`src/rtl/imem_fetch_ctrl_if.sv`:
```
// Fetch-side bus: INST_MEM address/data plus the decode
// valid/ready handshake and the branch redirect request.
interface imem_fetch_ctrl_if;
    logic [31:0] imem_addr;
    logic [31:0] imem_inst;
    logic        if_valid;
    logic        if_ready;
    logic [31:0] if_pc;
    logic [31:0] if_inst;
    logic        redirect_valid;
    logic [31:0] redirect_pc;

    modport master (
        output imem_addr,
        input  imem_inst,
        output if_valid,
        input  if_ready,
        output if_pc,
        output if_inst,
        input  redirect_valid,
        input  redirect_pc
    );

    modport slave (
        input  imem_addr,
        output imem_inst,
        input  if_valid,
        output if_ready,
        input  if_pc,
        input  if_inst,
        output redirect_valid,
        output redirect_pc
    );
endinterface

```
`src/rtl/imem_fetch_ctrl.sv`:
```
// Instruction fetch sequencer: owns the PC, tracks one in-flight ROM read
// and buffers returned words in a 2-entry skid queue toward decode.
module imem_fetch_ctrl #(
    parameter logic [31:0] RESET_PC = 32'd0,
    parameter logic [31:0] PC_STEP  = 32'd4
) (
    input  logic clk_50,
    input  logic rst_n,
    input  logic fetch_en,
    output logic halted,
    imem_fetch_ctrl_if.master bus
);

    typedef enum logic [1:0] {
        IDLE = 2'd0,
        RUN  = 2'd1,
        HALT = 2'd2
    } state_t;

    state_t      state;
    logic [31:0] pc;
    logic        inflight;
    logic [31:0] inflight_pc;
    logic [31:0] skid_pc   [2];
    logic [31:0] skid_inst [2];
    logic        head;
    logic [1:0]  count;

    logic        redir;
    logic        pop;
    logic        ret;
    logic        ret_zero;
    logic        push;
    logic [1:0]  cnt_eff;
    logic [2:0]  occ;
    logic        issue;

    assign redir = bus.redirect_valid && (state != IDLE);

    assign bus.imem_addr = bus.redirect_valid ? bus.redirect_pc : pc;
    assign bus.if_valid  = (count != 2'd0) && !bus.redirect_valid;
    assign bus.if_pc     = skid_pc[head];
    assign bus.if_inst   = skid_inst[head];

    assign pop      = bus.if_valid && bus.if_ready;
    assign ret      = inflight && !redir;
    assign ret_zero = ret && (state == RUN) && (bus.imem_inst == 32'd0);
    assign push     = ret && !ret_zero;

    // Credit check sees the slots left after this cycle's pop/flush,
    // counting the word returning now as already occupying one.
    assign cnt_eff = redir ? 2'd0 : count - {1'b0, pop};
    assign occ     = {1'b0, cnt_eff} + {2'b00, ret};
    assign issue   = redir ||
                     ((state == RUN) && fetch_en && !ret_zero && (occ < 3'd2));

    always_ff @(posedge clk_50 or negedge rst_n) begin
        if (!rst_n) begin
            state       <= IDLE;
            halted      <= 1'b0;
            pc          <= RESET_PC;
            inflight    <= 1'b0;
            inflight_pc <= '0;
            head        <= 1'b0;
            count       <= 2'd0;
            for (int i = 0; i < 2; i++) begin
                skid_pc[i]   <= '0;
                skid_inst[i] <= '0;
            end
        end else begin
            unique case (state)
                IDLE: begin
                    if (fetch_en) state <= RUN;
                end
                RUN: begin
                    if (ret_zero) begin
                        state  <= HALT;
                        halted <= 1'b1;
                    end
                end
                HALT: begin
                    if (redir) begin
                        state  <= RUN;
                        halted <= 1'b0;
                    end
                end
                default: begin
                    state  <= IDLE;
                    halted <= 1'b0;
                end
            endcase

            inflight <= issue;
            if (issue) begin
                inflight_pc <= bus.imem_addr;
                pc          <= bus.imem_addr + PC_STEP;
            end

            if (redir) begin
                head  <= 1'b0;
                count <= 2'd0;
            end else begin
                // Tail slot is head+count mod 2; with a full queue and a
                // pop this reuses the slot being vacated.
                if (push) begin
                    skid_pc[head ^ count[0]]   <= inflight_pc;
                    skid_inst[head ^ count[0]] <= bus.imem_inst;
                end
                if (pop) head <= ~head;
                count <= count + {1'b0, push} - {1'b0, pop};
            end
        end
    end

endmodule

```
`src/flat_wrapper.sv`:
```
// flat-port wrapper written by rule: the top's interface ports become plain ports
module imem_fetch_ctrl_flat 
#(
    parameter logic [31:0] RESET_PC = 32'd0,
    parameter logic [31:0] PC_STEP  = 32'd4
)
  (clk_50, rst_n, fetch_en, halted, bus_imem_addr, bus_imem_inst, bus_if_valid, bus_if_ready, bus_if_pc, bus_if_inst, bus_redirect_valid, bus_redirect_pc);
  imem_fetch_ctrl_if bus_i ();
  input  logic clk_50;
  input  logic rst_n;
  input  logic fetch_en;
  output logic halted;
  output wire logic [$bits(bus_i.imem_addr)-1:0] bus_imem_addr;
  input wire logic [$bits(bus_i.imem_inst)-1:0] bus_imem_inst;
  output wire logic [$bits(bus_i.if_valid)-1:0] bus_if_valid;
  input wire logic [$bits(bus_i.if_ready)-1:0] bus_if_ready;
  output wire logic [$bits(bus_i.if_pc)-1:0] bus_if_pc;
  output wire logic [$bits(bus_i.if_inst)-1:0] bus_if_inst;
  input wire logic [$bits(bus_i.redirect_valid)-1:0] bus_redirect_valid;
  input wire logic [$bits(bus_i.redirect_pc)-1:0] bus_redirect_pc;
  assign bus_imem_addr = bus_i.imem_addr;
  assign bus_i.imem_inst = bus_imem_inst;
  assign bus_if_valid = bus_i.if_valid;
  assign bus_i.if_ready = bus_if_ready;
  assign bus_if_pc = bus_i.if_pc;
  assign bus_if_inst = bus_i.if_inst;
  assign bus_i.redirect_valid = bus_redirect_valid;
  assign bus_i.redirect_pc = bus_redirect_pc;
  imem_fetch_ctrl #(.RESET_PC(RESET_PC), .PC_STEP(PC_STEP)) u_core (.clk_50(clk_50), .rst_n(rst_n), .fetch_en(fetch_en), .halted(halted), .bus(bus_i));
endmodule
```
`config.mk`:
```
export PLATFORM = sky130hd
export DESIGN_NAME = imem_fetch_ctrl_flat
export DESIGN_NICKNAME = d
export VERILOG_FILES = /design/src/rtl/imem_fetch_ctrl_if.sv /design/src/rtl/imem_fetch_ctrl.sv /design/src/flat_wrapper.sv
export SDC_FILE = /design/constraint.sdc
export NUM_CORES = 1
export LEC_CHECK = 0
export ABC_CLOCK_PERIOD_IN_PS = 2950
export BUFFER_PORTS_ARGS = -buffer_cell sky130_fd_sc_hd__buf_4
export CORE_MARGIN = 2
export CORE_UTILIZATION = 57
export DETAILED_ROUTE_END_ITERATION = 7
export GPL_TIMING_DRIVEN = 1
export PLACE_DENSITY = 0.92
export SYNTH_ARGS = -nofsm -noshare
export SYNTH_HDL_FRONTEND = slang
export SYNTH_SLANG_ARGS = --single-unit
```
`constraint.sdc`:
```
create_clock -name clk_50 -period 2.95 [get_ports clk_50]
set_input_delay 0.295 -clock clk_50 [delete_from_list [all_inputs] [get_ports clk_50]]
set_output_delay 0.295 -clock clk_50 [all_outputs]
set_load 0.02 [all_outputs]
```
==> parameters.txt, run 1 <==
Parameter                              Value

Status
  Outcome    completed

STA
  Setup total negative slack    0 ps
  Worst slew margin relative to its limit    56.1%
  Final hold violation count    0
  Max-slew violation count    0
  Crit share post-route    92.0%
  Setup repair after global routing missed its margin    no
  Transition time at the pin with the least slew margin    659 ps
  Final Setup Violations    0
  Peak clock frequency supported by timing    0.369 GHz
  Time the worst path needs with I/O delays and setup    2710 ps
  Setup skew after layout    9.73 ps

Logic synthesis
  Fraction of post-synthesis cell area in the top cell type by area    50.6%
  Count of warnings emitted by yosys    0
  Post-synthesis area per instance    14.1 µm²
  Most instantiated flip-flop cell in the synthesis netlist    sky130_fd_sc_hd__dfrtp_1
  Number of flops mapped to enable cells by yosys    0
  Register bit total from synthesis    197
  Top area cells in the synthesized netlist    sky130_fd_sc_hd__dfrtp_1 51%, sky130_fd_sc_hd__mux2_2 15%, sky130_fd_sc_hd__mux2_1 11%, sky130_fd_sc_hd__mux2_4 7.6%, sky130_fd_sc_hd__xnor2_1 2.0%
  Mapped Cells    693
  Number of different library cells in the post-synthesis netlist    48
  Syn Nets    765
  Library cell occupying the most area in the post-synthesis netlist    sky130_fd_sc_hd__dfrtp_1
  Portion of the post-synthesis area used by sequential elements    50.6%
  Most used standard cell by instance count after synthesis    sky130_fd_sc_hd__dfrtp_1
  Synth top cells by count    197 x sky130_fd_sc_hd__dfrtp_1, 132 x sky130_fd_sc_hd__mux2_2, 94 x sky130_fd_sc_hd__mux2_1, 49 x sky130_fd_sc_hd__mux2_4, 22 x sky130_fd_sc_hd__xnor2_1
  Post-synthesis cell area    9740 µm²
  Share of flip-flops with an asynchronous set or reset    100%

Drt
  Detailed-router iteration count before antenna repair    5
  Antenna Nets Post-Route    0
  Vias after detailed routing    6414
  Post-detailed-route via-to-cell ratio    5.86
  Initial DRC count    450
  Detailed-route wire length per cell    20.2 µm
  DRT Wirelength    22.1 mm
  Drc violations    0

Power
  Total Power    12.8 mW
  Leakage power of the design    5.36 nW
  Worst IR drop on VDD    591 µV
  Power per cell area    1080 nW/µm²

CTS
  CTS tree    yes
  CTS H-tree depth    4
  CTS clk-pin slew, worst paths    70 ps
  Later-pin clock latency in the skew report    430 ps
  Inserted Clock Buffers    17
  Buffers from clock root to sink, at most    2
  Clock sink total    197
  Cell chosen for the clock root    sky130_fd_sc_hd__clkbuf_16

Place
  Count of input and output buffers    166
  Weighted congestion reported at the end of routability-driven placement    0.918
  Placement-stage cell area    11300 µm²
  Detailed Place HPWL    15.4 mm

Layout
  Area of all placed cells without fillers    11900 µm²
  Number of inserted filler cells in the final layout    1059
  Area Growth Syn to Fin    21.9%
  Antenna cells    0
  Share of cells above drive strength 1    46.7%
  Net total in the final layout    934

Global routing
  Wire length of the first global-routing pass    35.9 mm
  Gr usage total    25.4%
  Maximum number of pins on one net before global-route repair    82
  Remaining global-route overflow    0
  Via count of the first global-routing pass    6797
  Initial antenna violation count    0

Critical path
  Critical Path AT    3020 ps
  WS Path Type    flip-flop to flip-flop
  Worst r2r src    u_core.count[0]$_DFF_PN0_
  R2R depth    10
  Startpoint type of the worst setup path    flip-flop
  CP endpoint kind    flip-flop
  Critical Path Fanout Max    54
  Worst reg2reg endpoint    u_core.inflight_pc[31]$_DFFE_PN0P_
  Start point of the critical path    u_core.count[0]$_DFF_PN0_
  Reg-to-reg slack, setup    240 ps
  Required time of the worst setup path    3260 ps

Min path
  Hold EP    u_core.skid_inst[34]$_DFFE_PN0P_
  Worst hold path class    input pin to flip-flop
  Hold path depth    2
  Critical hold path startpoint    bus_imem_inst[2]

Die
  Ports    167
  Die Footprint    18200 µm²
  Vertical die dimension    135 µm
  Core Footprint    16600 µm²
  Die Span X    135 µm
  Site row count    47
  Effective utilization at floorplan    58.5%

Flow run
  Number of max-capacitance violations reported    0
-- cells by family after synthesis --
| kind of cell | Yosys count | synth area share [%] |
|---|---|---|
| DFF | 197 | 50.6 |
| AOI/OAI and AO/OA | 51 | 3.76 |
| adders and majority gates | 3 | 0.385 |
| buffers and inverters | 44 | 3.12 |
| xor gates and xnor gates | 25 | 2.25 |
| and+or+nand+nor | 94 | 5.79 |
| muxes | 279 | 34.1 |
-- layer usage --
layer | vias up | part of all wire, % | wire [µm] | GRT usage, %
met1 | 3241 | 43 | 9530 | 33.3
met4 | 0 | 2.6 | 578 | 9.01
met2 | 243 | 48 | 10600 | 41.3
met3 | 42 | 6.4 | 1420 | 6.53
li1 | 2888 | - | - | -
met5 | - | 0 | 0 | 0
-- cell type report --
cell class,instances,area (µm²),area share [%]
clock buffer,18,429,3.61
clock inverter,14,175,1.47
inverter,7,38.8,0.326
multi-input combinational,452,4530,38.1
sequential,197,4930,41.5
tap,220,275,2.32
timing repair buffer,187,1500,12.6
-- worst max-delay path by stage --
| stage | endpoint | slack (ps) | depth (start not counted) |
|---|---|---|---|
| final | u_core.inflight_pc[31]$_DFFE_PN0P_ | 240 | 10 |
| after global routing | u_core.inflight_pc[31]$_DFFE_PN0P_ | 40 | 10 |
| after CTS | u_core.inflight_pc[31]$_DFFE_PN0P_ | 130 | 10 |
| after detailed placement | u_core.pc[4]$_DFFE_PN0P_ | 140 | 10 |
| after global placement | u_core.pc[5]$_DFFE_PN0P_ | 240 | 7 |
| after floorplan | u_core.inflight_pc[0]$_DFFE_PN0P_ | 50 | 13 |
-- metrics by stage --
step / utilization, % / hold WS [ps] / setup slack, ps / instances
floorplan: - / -0.591 / 53.6 / 693
global route: 71.4 / 75.0 / 41.1 / 1095
finish: 71.4 / 88.6 / 236 / 1095
CTS: 71.3 / 80.0 / 133 / 1095
global placement: 67.6 / 383 / 236 / 1062
detailed placement: 67.6 / 388 / 135 / 1062
-- worst max-delay path, cell delays in order (launching register included) --
cell                        delay [ps]
sky130_fd_sc_hd__dfrtp_1           410
sky130_fd_sc_hd__nor2_1            140
sky130_fd_sc_hd__nor2_2             50
sky130_fd_sc_hd__and2_1            180
sky130_fd_sc_hd__ha_1              200
sky130_fd_sc_hd__xnor2_1           250
sky130_fd_sc_hd__o2111ai_1         210
sky130_fd_sc_hd__nand2_1           310
sky130_fd_sc_hd__nand2_8           140
sky130_fd_sc_hd__clkinv_8          320
sky130_fd_sc_hd__mux2_1            370
-- where the power goes --
group | leakage, nW | switching [mW] | internal, mW
combinational | 2.73 | 2.58 | 2.95
sequential | 2.33 | 0.863 | 4.03
clock | 0.293 | 1.05 | 1.35
-- what timing repair did --
item	in CTS	in global routing
endpoints found under the hold margin	79	0
hold buffers	1	0
gates resized for setup	0	2
buffers inserted	0	0
endpoints found under the setup margin	0	51
-- cells in the final DEF (no fill, tap or decap), types with 6 or more instances in the layout --
cell type	instances
sky130_fd_sc_hd__a21oi_1	7
sky130_fd_sc_hd__a22oi_1	7
sky130_fd_sc_hd__and2_1	6
sky130_fd_sc_hd__and3_1	6
sky130_fd_sc_hd__buf_12	7
sky130_fd_sc_hd__buf_4	178
sky130_fd_sc_hd__clkbuf_16	17
sky130_fd_sc_hd__dfrtp_1	196
sky130_fd_sc_hd__inv_1	6
sky130_fd_sc_hd__mux2_1	94
sky130_fd_sc_hd__mux2_2	132
sky130_fd_sc_hd__mux2_4	49
sky130_fd_sc_hd__nand2_1	21
sky130_fd_sc_hd__nand3_1	13
sky130_fd_sc_hd__nand4_1	16
sky130_fd_sc_hd__nor4_1	8
sky130_fd_sc_hd__o211ai_1	9
sky130_fd_sc_hd__o21ai_0	7
sky130_fd_sc_hd__xnor2_1	22
-- sequential cells by signal, summed over array words and instances, names as in the netlist --
register	flops
u_core.pc	30
u_core.skid_pc	64
u_core.halted	1
u_core.inflight	1
u_core.skid_inst	64
u_core.state	2
u_core.inflight_pc	32
u_core.count	2
u_core.head	1
No activity file was read; power rests on OpenSTA's default activity.
==> inputs of run 2 (changes only) <==
--- a/config.mk
+++ b/config.mk
@@ -8,10 +8,11 @@
 export ABC_CLOCK_PERIOD_IN_PS = 2950
 export BUFFER_PORTS_ARGS = -buffer_cell sky130_fd_sc_hd__buf_4
 export CORE_MARGIN = 2
-export CORE_UTILIZATION = 57
+export CORE_UTILIZATION = 25
 export DETAILED_ROUTE_END_ITERATION = 7
 export GPL_TIMING_DRIVEN = 1
-export PLACE_DENSITY = 0.92
+export PLACE_DENSITY = 0.53
+export SETUP_SLACK_MARGIN = 0.3
 export SYNTH_ARGS = -nofsm -noshare
 export SYNTH_HDL_FRONTEND = slang
 export SYNTH_SLANG_ARGS = --single-unit
==> run 2 against run 1 <==
Count of clock-buffer cells in the layout increased by 4. Clock power down 8%. Die area increased by 120%. First-iteration DRC count shrank 51%. Sequential power decreased by 2%. Via count shrank 3.4%. Utilization decreased by 40 points. Non-clock buffer count up 4. Worst hold slack worse by 6.9 ps. Final area is 3.3% higher. Routed wire length grew 15%. Maximum frequency up 8.0%. Critical path type is now input pin to flip-flop. Highest routed layer unchanged.
==> parameters.txt, run 2 (synthesis results as in run 1) <==
Parameter                              Value

Place
  Count of input and output buffers    166
  Weighted congestion reported at the end of routability-driven placement    0.745
  Placement-stage cell area    11700 µm²
  Detailed Place HPWL    17.8 mm

STA
  Transition time at the pin with the least slew margin    677 ps
  Setup skew after layout    16.9 ps
  Crit share post-route    85.2%
  Final Setup Violations    0
  Peak clock frequency supported by timing    0.398 GHz
  Max-slew violation count    0
  Time the worst path needs with I/O delays and setup    2510 ps
  Setup repair after global routing missed its margin    no
  Setup total negative slack    0 ps
  Worst slew margin relative to its limit    54.4%
  Final hold violation count    0

Global routing
  Initial antenna violation count    0
  Maximum number of pins on one net before global-route repair    73
  Gr usage total    12.8%
  Wire length of the first global-routing pass    39.8 mm
  Via count of the first global-routing pass    6548
  Remaining global-route overflow    0

CTS
  Later-pin clock latency in the skew report    450 ps
  CTS H-tree depth    4
  Buffers from clock root to sink, at most    2
  Inserted Clock Buffers    17
  Clock sink total    197
  CTS clk-pin slew, worst paths    70 ps
  CTS tree    yes
  Cell chosen for the clock root    sky130_fd_sc_hd__clkbuf_16

Die
  Ports    167
  Site row count    72
  Vertical die dimension    201 µm
  Effective utilization at floorplan    25.3%
  Die Footprint    40600 µm²
  Core Footprint    38600 µm²
  Die Span X    201 µm

Critical path
  Critical Path AT    2830 ps
  Required time of the worst setup path    3270 ps
  Critical Path Fanout Max    27
  Startpoint type of the worst setup path    input pin
  WS Path Type    input pin to flip-flop
  CP endpoint kind    flip-flop

Drt
  Detailed-route wire length per cell    18.2 µm
  DRT Wirelength    25.5 mm
  Post-detailed-route via-to-cell ratio    4.43
  Drc violations    0
  Antenna Nets Post-Route    0
  Vias after detailed routing    6198
  Detailed-router iteration count before antenna repair    4
  Initial DRC count    220

Layout
  Area Growth Syn to Fin    26.0%
  Net total in the final layout    939
  Register area    4930 µm²
  Antenna cells    0
  Area of all placed cells without fillers    12300 µm²
  Number of inserted filler cells in the final layout    3932
  Final Util    31.8%
  Share of cells above drive strength 1    47.0%
  Registers with the most flip-flops    u_core.skid_inst: 64 flops, u_core.skid_pc: 64 flops, u_core.inflight_pc: 32 flops
  Combined area of the multi-input logic cells    4550 µm²
  Most frequent standard cell in the layout excluding fill and tap cells    sky130_fd_sc_hd__dfrtp_1
  Commonest cells after routing, fill and taps aside    196 x sky130_fd_sc_hd__dfrtp_1, 182 x sky130_fd_sc_hd__buf_4, 132 x sky130_fd_sc_hd__mux2_2

Power
  Worst IR drop on VDD    448 µV
  Power per cell area    1030 nW/µm²
  Total Power    12.6 mW
  Leakage power of the design    5.36 nW

Status
  Outcome    completed

Flow run
  Number of max-capacitance violations reported    0

Min path
  Worst hold path class    input pin to flip-flop
==> run 2: cell types whose count changed in the layout (fill, tap and decap cells not counted), sizes merged <==
cell,delta
buf,+4
clkbuf,+4
bufinv,-3
==> run 2: layer usage <==
| metal | vias to the layer above | wire length (µm) | GRT usage, % |
|---|---|---|---|
| met3 | 18 | 1070 | 3.05 |
| met2 | 118 | 11800 | 20.0 |
| met1 | 3154 | 12300 | 17.5 |
| met4 | 0 | 307 | 4.02 |
| li1 | 2908 | - | - |
| met5 | - | 0 | 0 |
==> run 2: area by class of cell <==
cell class / count / share of cell area, %
clock buffer: 22 / 3.78
sequential: 197 / 40.2
timing repair inverter: 1 / 0.163
inverter: 7 / 0.428
tap: 518 / 5.28
clock inverter: 10 / 0.601
timing repair buffer: 191 / 12.5
multi-input combinational: 452 / 37.1
==> run 2: final timing paths <==
kind / startpoint / endpoint / slack [ps] / cells after the start
min in group asynchronous: rst_n / u_core.skid_inst[28]$_DFFE_PN0P_ / 410 / 2
worst max register to register: u_core.state[0]$_DFFE_PN0P_ / u_core.pc[5]$_DFFE_PN0P_ / 530 / 6
max in group asynchronous: rst_n / u_core.head$_DFFE_PN0P_ / 1580 / 3
worst max-delay path: bus_imem_inst[1] / u_core.pc[5]$_DFFE_PN0P_ / 440 / 8
worst min register to register: u_core.halted$_DFFE_PN0P_ / u_core.halted$_DFFE_PN0P_ / 480 / 1
worst min-delay path: bus_imem_inst[27] / u_core.skid_inst[27]$_DFFE_PN0P_ / 80 / 2
==> run 2: what timing repair did <==
item / in CTS / in global routing
cloned: 0 / 1
setup endpoints to repair: 53 / 53
setup buffers: 0 / 0
hold buffers: 1 / 0
resized for setup: 2 / 5
endpoints found under the hold margin: 69 / 0
==> run 2: through the flow <==
stage	setup slack, ps	cells	hold WS, ps
3_3_place_gp	-62.3	1364	368
2_1_floorplan	319	693	-0.591
5_1_grt	375	1398	61.3
6_report	438	1398	81.7
3_5_place_dp	-32.8	1364	367
4_1_cts	336	1397	52.0
==> run 2: where the power goes <==
part / switching, mW / internal, mW
clock network: 1.07 / 1.13
logic: 2.69 / 2.95
registers: 0.767 / 4.03
total: 4.53 / 8.11
==> run 2: worst max-delay path, stage by stage <==
cell and delay [ps]:
sky130_fd_sc_hd__buf_4 120, sky130_fd_sc_hd__nor4_1 610, sky130_fd_sc_hd__buf_4 210, sky130_fd_sc_hd__nand4_1 120, sky130_fd_sc_hd__or4_1 690, sky130_fd_sc_hd__nand2_8 250, sky130_fd_sc_hd__clkinv_16 170, sky130_fd_sc_hd__mux2_1 340
==> inputs of run 3 (changes only) <==
--- a/config.mk
+++ b/config.mk
@@ -11,7 +11,7 @@
 export CORE_UTILIZATION = 25
 export DETAILED_ROUTE_END_ITERATION = 7
 export GPL_TIMING_DRIVEN = 1
-export PLACE_DENSITY = 0.53
+export PLACE_DENSITY_LB_ADDON = 0.3
 export SETUP_SLACK_MARGIN = 0.3
 export SYNTH_ARGS = -nofsm -noshare
 export SYNTH_HDL_FRONTEND = slang
==> run 3 against run 2 <==
Register-to-register slack worse by 70 ps. Sequential power about the same. First-iteration DRC count grew 4.1%. Largest power group unchanged. Sequential cell count stayed put.
==> parameters.txt, run 3 (synthesis results as in run 1) <==
Parameter                              Value

CTS
  Cell chosen for the clock root    sky130_fd_sc_hd__clkbuf_16
  Buffers from clock root to sink, at most    2
  Later-pin clock latency in the skew report    450 ps
  CTS tree    yes
  CTS H-tree depth    4
  CTS clk-pin slew, worst paths    80 ps
  Inserted Clock Buffers    17
  Post CTS Setup Buffer Count    0
  Clock sink total    197

STA
  Setup total negative slack    0 ps
  Max-slew violation count    0
  Final hold violation count    0
  Peak clock frequency supported by timing    0.401 GHz
  Setup repair after global routing missed its margin    no
  Final Setup Violations    0
  Time the worst path needs with I/O delays and setup    2490 ps
  Worst slew margin relative to its limit    51.5%
  Crit share post-route    84.4%
  Transition time at the pin with the least slew margin    727 ps
  Setup skew after layout    11.0 ps

Layout
  Combined area of the multi-input logic cells    4550 µm²
  Share of cells above drive strength 1    47.0%
  Area Growth Syn to Fin    26.6%
  Number of inserted filler cells in the final layout    3912
  Register area    4930 µm²
  Commonest cells after routing, fill and taps aside    196 x sky130_fd_sc_hd__dfrtp_1, 184 x sky130_fd_sc_hd__buf_4, 132 x sky130_fd_sc_hd__mux2_2
  Net total in the final layout    939
  Registers with the most flip-flops    u_core.skid_inst: 64 flops, u_core.skid_pc: 64 flops, u_core.inflight_pc: 32 flops
  Most frequent standard cell in the layout excluding fill and tap cells    sky130_fd_sc_hd__dfrtp_1
  Area of all placed cells without fillers    12300 µm²

Flow run
  Number of max-capacitance violations reported    0

Drt
  Antenna Nets Post-Route    0
  Initial DRC count    229
  Detailed-route wire length per cell    18.1 µm
  Post-detailed-route via-to-cell ratio    4.42
  Drc violations    0
  DRT Wirelength    25.3 mm
  Vias after detailed routing    6189
  Detailed-router iteration count before antenna repair    4

Die
  Site row count    72
  Effective utilization at floorplan    25.3%
  Ports    167
  Die Span X    201 µm
  Vertical die dimension    201 µm
  Core Footprint    38600 µm²
  Die Footprint    40600 µm²

Critical path
  WS Path Type    flip-flop to flip-flop
  Critical Path Fanout Max    54
  R2R depth    10
  CP endpoint kind    flip-flop
  Required time of the worst setup path    3280 ps
  Worst r2r src    u_core.count[0]$_DFF_PN0_
  Worst reg2reg endpoint    u_core.pc[3]$_DFFE_PN0P_
  Critical Path AT    2820 ps
  Startpoint type of the worst setup path    flip-flop
  Reg-to-reg slack, setup    460 ps

Global routing
  Wire length of the first global-routing pass    39.7 mm
  Via count of the first global-routing pass    6508
  Maximum number of pins on one net before global-route repair    79
  Initial antenna violation count    1
  Remaining global-route overflow    0
  Gr usage total    12.8%

Min path
  Hold EP    u_core.skid_inst[34]$_DFFE_PN0P_
  Critical hold path startpoint    bus_imem_inst[2]
  Hold path depth    2
  Worst hold path class    input pin to flip-flop

Power
  Power per cell area    1040 nW/µm²
  Leakage power of the design    5.38 nW
  Worst IR drop on VDD    391 µV

Place
  Placement-stage cell area    11700 µm²
  Count of input and output buffers    166
  Weighted congestion reported at the end of routability-driven placement    0.756
  Detailed Place HPWL    17.8 mm

Status
  Outcome    completed
-- run 3: cell count changes in the layout (fill, tap and decap cells not counted), sizes merged --
cell,before,now
inv,10,6
bufinv,0,3
clkinvlp,2,3
buf,189,190
clkinv,6,5
diode,0,1
-- run 3: what timing repair did --
item	in CTS	in global routing
hold endpoints to repair	74	0
gates resized for setup	1	2
hold buffers	1	0
setup endpoints to repair	52	52
-- run 3: through the flow --
step	instances	worst slack (ps)	power, mW	hold slack (ps)	utilization, %
detailed placement	1365	214	10.5	400	30.3
global placement	1365	218	10.4	397	30.3
finish	1399	459	12.9	77.3	32.0
global route	1399	293	13.7	60.0	32.0
CTS	1398	343	13.1	50.7	31.9
floorplan	693	319	8.53	-0.591	-
-- run 3: area by class of cell --
type                    count  share of cell area, %
repair buffers            192                   12.4
multi-input cells         452                   36.9
clock inverters            10                   1.20
clock buffers              22                   3.85
inverters                   7                  0.426
flip-flops and latches    197                   40.0
diodes                      1                 0.0203
well taps                 518                   5.26
-- run 3: critical path, stage by stage, from the launching register on --
cell and delay [ps]:
sky130_fd_sc_hd__dfrtp_1 410, sky130_fd_sc_hd__nor2_1 190, sky130_fd_sc_hd__nor2_4 40, sky130_fd_sc_hd__and2_1 170, sky130_fd_sc_hd__ha_1 190, sky130_fd_sc_hd__xnor2_1 270
sky130_fd_sc_hd__o2111ai_2 190, sky130_fd_sc_hd__nand2_2 210, sky130_fd_sc_hd__nand2_8 100, sky130_fd_sc_hd__clkinv_16 170, sky130_fd_sc_hd__mux2_1 360
-- run 3: report_power, final --
| group | switching, mW | internal (mW) |
|---|---|---|
| clock network | 1.07 | 1.41 |
| registers | 0.768 | 4.03 |
| logic | 2.65 | 2.94 |
-- run 3: worst max-delay path by stage --
stage                              start                                end  slack (ps)  cells past startpoint
2_1_floorplan         bus_redirect_valid  u_core.inflight_pc[0]$_DFFE_PN0P_         320                     13
3_3_place_gp            bus_imem_inst[8]           u_core.pc[4]$_DFFE_PN0P_         220                      8
3_5_place_dp            bus_imem_inst[8]           u_core.pc[3]$_DFFE_PN0P_         210                      8
4_1_cts        u_core.count[0]$_DFF_PN0_           u_core.pc[3]$_DFFE_PN0P_         340                     10
5_1_grt        u_core.count[0]$_DFF_PN0_           u_core.pc[3]$_DFFE_PN0P_         290                     10
6_report       u_core.count[0]$_DFF_PN0_           u_core.pc[3]$_DFFE_PN0P_         460                     10
-- run 3: per-layer routing --
| metal | share of wire [%] | track usage (%) | vias to the layer above |
|---|---|---|---|
| met4 | 2.2 | 4.94 | 0 |
| li1 | - | - | 2911 |
| met2 | 46 | 20.0 | 120 |
| met5 | 0 | 0 | - |
| met1 | 47 | 17.1 | 3133 |
| met3 | 4.2 | 3.21 | 25 |
